<file path="src/rtl/dp_ctrl_pkg.sv">
// Shared definitions for the DataPath boot controller: FSM state encoding,
// error codes and the default halt instruction.
package dp_ctrl_pkg;

    typedef enum logic [2:0] {
        ST_IDLE  = 3'd0,
        ST_LOAD  = 3'd1,
        ST_PCRST = 3'd2,
        ST_RUN   = 3'd3,
        ST_DONE  = 3'd4,
        ST_ERR   = 3'd5
    } state_t;

    localparam logic [1:0] ERR_NONE    = 2'b00;
    localparam logic [1:0] ERR_OVF     = 2'b01;
    localparam logic [1:0] ERR_TIMEOUT = 2'b10;

    localparam logic [31:0] DEFAULT_HALT_WORD = 32'hFFFF_FFFF;

endpackage

</file>
<file path="src/rtl/dp_cycle_counter.sv">
// 16-bit saturating RUN-cycle counter with synchronous clear and a terminal
// flag that asserts when the count equals MAX_CYCLES-1.
module dp_cycle_counter #(
    parameter int unsigned MAX_CYCLES = 1024
) (
    input  logic        clk,
    input  logic        rst_n,
    input  logic        clr,
    input  logic        en,
    output logic [15:0] count,
    output logic        terminal
);

    localparam logic [15:0] TERM_COUNT = 16'(MAX_CYCLES - 1);

    always_ff @(posedge clk or negedge rst_n) begin
        if (!rst_n) begin
            count <= '0;
        end else if (clr) begin
            count <= '0;
        end else if (en && (count != 16'hFFFF)) begin
            count <= count + 16'd1;
        end
    end

    assign terminal = (count == TERM_COUNT);

endmodule

</file>
<file path="src/rtl/dp_boot_ctrl.sv">
// Boot sequencer for DataPath: streams a program image into instruction
// memory, pulses the PC reset, then runs until a halt word or a timeout.
module dp_boot_ctrl
    import dp_ctrl_pkg::*;
#(
    parameter int unsigned       DATA_W     = 32,
    parameter int unsigned       ADDR_W     = 8,
    parameter int unsigned       MAX_CYCLES = 1024,
    parameter logic [DATA_W-1:0] HALT_WORD  = DATA_W'(DEFAULT_HALT_WORD)
) (
    input  logic              clk,
    input  logic              rst_n,
    input  logic              start,
    input  logic              ld_valid,
    input  logic [DATA_W-1:0] ld_data,
    input  logic              ld_last,
    output logic              ld_ready,
    output logic              im_we,
    output logic [ADDR_W-1:0] im_addr,
    output logic [DATA_W-1:0] im_wdata,
    input  logic [DATA_W-1:0] instr,
    output logic              dp_pc_rst,
    output logic              dp_run,
    output logic              busy,
    output logic              done,
    output logic              err,
    output logic [1:0]        err_code,
    output logic [ADDR_W:0]   word_count,
    output logic [15:0]       cycle_count
);

    state_t            state;
    state_t            state_next;
    logic [ADDR_W-1:0] addr;
    logic              hs;
    logic              addr_max;
    logic              halt;
    logic              load_entry;
    logic              terminal;

    assign hs         = ld_valid && ld_ready;
    assign addr_max   = &addr;
    assign halt       = (instr == HALT_WORD);
    assign load_entry = start && ((state == ST_IDLE) || (state == ST_DONE) || (state == ST_ERR));

    dp_cycle_counter #(
        .MAX_CYCLES(MAX_CYCLES)
    ) u_cycle_counter (
        .clk      (clk),
        .rst_n    (rst_n),
        .clr      (state == ST_PCRST),
        .en       (state == ST_RUN),
        .count    (cycle_count),
        .terminal (terminal)
    );

    always_ff @(posedge clk or negedge rst_n) begin
        if (!rst_n) begin
            state <= ST_IDLE;
        end else begin
            state <= state_next;
        end
    end

    always_comb begin
        state_next = state;
        unique case (state)
            ST_IDLE, ST_DONE, ST_ERR: begin
                if (start) state_next = ST_LOAD;
            end
            ST_LOAD: begin
                if (hs) begin
                    if (ld_last)       state_next = ST_PCRST;
                    else if (addr_max) state_next = ST_ERR;
                end
            end
            ST_PCRST: state_next = ST_RUN;
            ST_RUN: begin
                // halt takes priority when it lands on the final allowed cycle
                if (halt)          state_next = ST_DONE;
                else if (terminal) state_next = ST_ERR;
            end
            default: state_next = ST_IDLE;
        endcase
    end

    always_comb begin
        ld_ready  = 1'b0;
        dp_pc_rst = 1'b0;
        dp_run    = 1'b0;
        busy      = 1'b0;
        done      = 1'b0;
        err       = 1'b0;
        unique case (state)
            ST_LOAD: begin
                ld_ready = 1'b1;
                busy     = 1'b1;
            end
            ST_PCRST: begin
                dp_pc_rst = 1'b1;
                busy      = 1'b1;
            end
            ST_RUN: begin
                dp_run = !halt;
                busy   = 1'b1;
            end
            ST_DONE: done = 1'b1;
            ST_ERR:  err  = 1'b1;
            default: ;
        endcase
    end

    // Load-side datapath: one registered write per handshake, plus status.
    always_ff @(posedge clk or negedge rst_n) begin
        if (!rst_n) begin
            im_we      <= 1'b0;
            im_addr    <= '0;
            im_wdata   <= '0;
            addr       <= '0;
            word_count <= '0;
            err_code   <= ERR_NONE;
        end else begin
            im_we <= 1'b0;
            if (load_entry) begin
                addr       <= '0;
                word_count <= '0;
                err_code   <= ERR_NONE;
            end
            if ((state == ST_LOAD) && hs) begin
                im_we      <= 1'b1;
                im_addr    <= addr;
                im_wdata   <= ld_data;
                addr       <= addr + ADDR_W'(1);
                word_count <= word_count + (ADDR_W + 1)'(1);
                if (!ld_last && addr_max) err_code <= ERR_OVF;
            end
            if ((state == ST_RUN) && !halt && terminal) begin
                err_code <= ERR_TIMEOUT;
            end
        end
    end

endmodule

</file>
<file path="config.mk">
export PLATFORM = sky130hd
export DESIGN_NAME = dp_boot_ctrl
export DESIGN_NICKNAME = d
export VERILOG_FILES = /design/src/rtl/dp_ctrl_pkg.sv /design/src/rtl/dp_cycle_counter.sv /design/src/rtl/dp_boot_ctrl.sv
export SDC_FILE = /design/constraint.sdc
export NUM_CORES = 1
export LEC_CHECK = 0
export ABC_AREA = 1
export CORE_MARGIN = 3
export CORE_UTILIZATION = 48
export DETAILED_ROUTE_END_ITERATION = 16
export GPL_ROUTABILITY_DRIVEN = 0
export GPL_TIMING_DRIVEN = 0
export HOLD_SLACK_MARGIN = 0.12
export PLACE_DENSITY = 0.84
export SLEW_MARGIN = 20
export SYNTH_ARGS = -nofsm -noshare
export SYNTH_HDL_FRONTEND = slang
export SYNTH_SLANG_ARGS = --single-unit
</file>
<file path="constraint.sdc">
create_clock -name clk -period 2.07 [get_ports clk]
set_input_delay 0.414 -clock clk [delete_from_list [all_inputs] [get_ports clk]]
set_output_delay 0.414 -clock clk [all_outputs]
set_load 0.03 [all_outputs]
</file>
==> flow_summary.yaml, run 1 <==
status:
  status: "finished clean"
synth:
  syn-mean-instance-area_um2: 7.76
  async_flop_share_pct: 100
  ys_top_cells_by_count: "nand2_1, dfrtp_1, nor2_1"
  syn_inst: 497
  syn-cell-area_mm2: 0.00386
  yosys.area.top_type: "dfrtp_1"
  ys.flop_type: "dfrtp_1"
  synth_seq_cells: 79
  syn-num-nets: 569
  yosysMostFrequentCell: "nand2_1"
  synth_edf_count: 0
  synth_area_leaders: "dfrtp_1, nand2_1, nor2_1"
  ys_seq_area_share_pct: 51.3
  synthAdderAreaFrac_pct: 0.973
  synth_xor_area_share_pct: 2.95
  synthMuxAreaShare_pct: 0.260
  synth_warnings: 0
  synth-simple-area-share_pct: 33.6
  synth_top_family_by_area: "simple AND/OR/NAND/NOR gates"
  synth_cell_type_count: 28
  yosys.area.top_type_share_pct: 51.3
  synth_compound_area_share_pct: 5.16
placement:
  dpl.hpwl_um: 8110
  portBuffers: 142
clock_network:
  cts_sinks: 79
  cts_buffer_depth: 2
  cts-root-buf: "clkbuf_8"
  cts_buffers: 9
  clkLatencyLatePin_ps: 350
  clkTransAtPathRegs_ps: 90
  htreeDepth: 3
  tritoncts: "done"
critical_path:
  critical-path-slowest-cell: "clkdlybuf4s50_1"
  path_class: "input port to output port"
  r2r_cells: 8
  critPathCaptureType: "output port"
  crit_path_max_incr_delay_ps: 450
  cp-startpoint: "instr[25]"
  worstPathArrival_ps: 1570
  crit_path_cell_trace: "clkdlybuf4s50_1, nand2_1, nor2_1, nand2_1, nor2_2, nand2_2, nand2_2, inv_1, buf_6"
  r2r-end: "state[0]"
  worstPathRequired_ps: 1660
  reg2reg_slack_ps: 330
  cp-endpoint: "dp_run"
  worstPathMaxFanout: 3
  cp-start-kind: "input port"
  rr_startpoint: "addr[0]"
timing:
  maxSlewHeadroom_pct: 60.8
  min_period_ps: 1990
  post-route-period-util_pct: 96.0
  tightest_slew_ps: 588
  hold_ws_ps: 482
  finalSetupViolations: 0
  fin_skew_ps: 14.5
  finalMaxSlewViolations: 0
  timing.fmax_mhz: 503
  hold_viol_final: 0
layout:
  n_antenna_cell: 0
  final_nets: 725
  syn_to_final_growth_pct: 47.2
  drive_gt1_share_pct: 8.81
global_route:
  grt_max_degree: 46
  antenna_found_initial: 0
  grt_usage_pct: 24.4
  grt_remaining_overflow: 0
  grt_pass1_wl_um: 17600
  grt_pass1_vias: 3827
power:
  p_leak_nw: 2.64
  peakVddDrop_v: 0.000664
  finalPower_mw: 6.69
  power-per-cell-area_mw_per_mm2: 1180
die:
  core-area_mm2: 0.00777
  pin_count: 143
  die_height_um: 95.6
  start_util_pct: 49.6
  die_x_um: 95.6
  die-area_mm2: 0.00915
  num_rows: 32
drt:
  remaining_drc_errors: 0
  drt_iter0_markers: 231
  via_per_inst: 5.12
  wl_um: 11000
  first_pass_iters: 4
  wire_per_inst_um: 14.4
  via_count: 3892
  ant_nets: 0
run:
  cap_viol_max_count: 0
hold_path:
  hp-class: "flop to flop"
[cells in the final DEF, fill, tap and decap left out, types with 3 or more instances in the layout]
master,n
buf_2,9
dfrtp_1,79
inv_2,6
nor2_1,47
nand2_2,6
o21ai_1,10
buf_6,3
dlygate4sd2_1,3
clkbuf_8,10
nand3_1,31
xor2_1,11
inv_1,28
nand4_1,8
buf_4,4
a21oi_1,10
o22ai_1,5
nand3_2,3
ha_1,3
clkinvlp_4,3
clkdlybuf4s50_1,135
nand2_1,202
o21ai_0,12
nor2_2,5
nor3_1,8
[state kept, by name, summed over array words and instances (netlist names)]
register	count
addr	8
word_count	9
im_addr	8
state	3
err_code	2
im_wdata	32
u_cycle_counter.count	16
im_we	1
[logic make-up (layout without fill, tap and decap cells)]
group,Yosys count,after routing
buffers and inverters,50,211
DFF,79,79
xor gates and xnor gates,13,13
muxes,1,1
and+or+nand+nor,313,313
adders and majority gates,3,3
AOI/OAI and AO/OA,38,38
[cell type report]
type,count,area [um2]
Inverter,36,140
Multi-Input combinational cell,368,1670
Sequential cell,79,1980
Timing Repair Buffer,145,1450
Tap cell,102,128
Clock buffer,10,138
Buffer,14,85.1
Clock inverter,6,91.3
Fill cell,600,2090
[through the flow]
| step | std cells | utilization (%) | cell area, um2 | setup TNS [ps] | setup slack, ps |
|---|---|---|---|---|---|
| 4_1_cts | 759 | 72.8 | 5660 | -140 | -72.6 |
| 3_3_place_gp | 741 | 69.6 | 5410 | -174040 | -2200 |
| 2_1_floorplan | 497 | - | 3860 | 0 | 388 |
| 3_5_place_dp | 742 | 69.8 | 5420 | -494 | -416 |
| 5_1_grt | 760 | 73.1 | 5680 | -10.5 | -10.5 |
| 6_report | 760 | 73.1 | 5680 | 0 | 82.1 |
[critical path: cells and delay by family]
family,cells,cell delay (ps)
buffers and inverters,3,640
AND/OR/NAND/NOR,6,510
[where the power goes]
part	switching (mW)	internal, mW	total [mW]	leakage [nW]
logic	1.94	1.20	3.13	1.49
clock network	0.584	0.716	1.30	0.105
registers	0.297	1.96	2.26	1.04
total	2.82	3.88	6.69	2.64
[per-layer routing]
layer	up-vias	part of all wire [%]	GRT usage, %
met5	-	0	0
met4	0	1.6	8.65
met3	19	6.3	4.10
met2	155	51	41.3
met1	1833	41	31.5
li1	1885	-	-
[what timing repair did]
item | CTS | global route
pin swaps | 0 | 2
hold endpoints to repair | 44 | 0
gates resized for setup | 15 | 10
setup endpoints to repair | 6 | 3
setup buffers | 0 | 1
hold buffers | 1 | 0
[how the worst min path moves through the flow]
stage                         end  depth (start not counted)         start
floorplan                 addr[0]                          0         rst_n
global route         im_wdata[13]                          2  im_wdata[13]
detailed placement  word_count[2]                          1         rst_n
finish               im_wdata[11]                          2  im_wdata[11]
global placement      im_wdata[0]                          2   im_wdata[0]
CTS                  im_wdata[11]                          2  im_wdata[11]
Power figures use the tool's default switching activity.
==> run 2, diff against run 1 <==
--- a/config.mk
+++ b/config.mk
@@ -8,6 +8,7 @@
 export ABC_AREA = 1
 export CORE_MARGIN = 3
 export CORE_UTILIZATION = 48
+export CTS_CLUSTER_SIZE = 10
 export DETAILED_ROUTE_END_ITERATION = 16
 export GPL_ROUTABILITY_DRIVEN = 0
 export GPL_TIMING_DRIVEN = 0
==> results of run 2 <==
Final layout, timing and power as in run 1 (identical DEF).
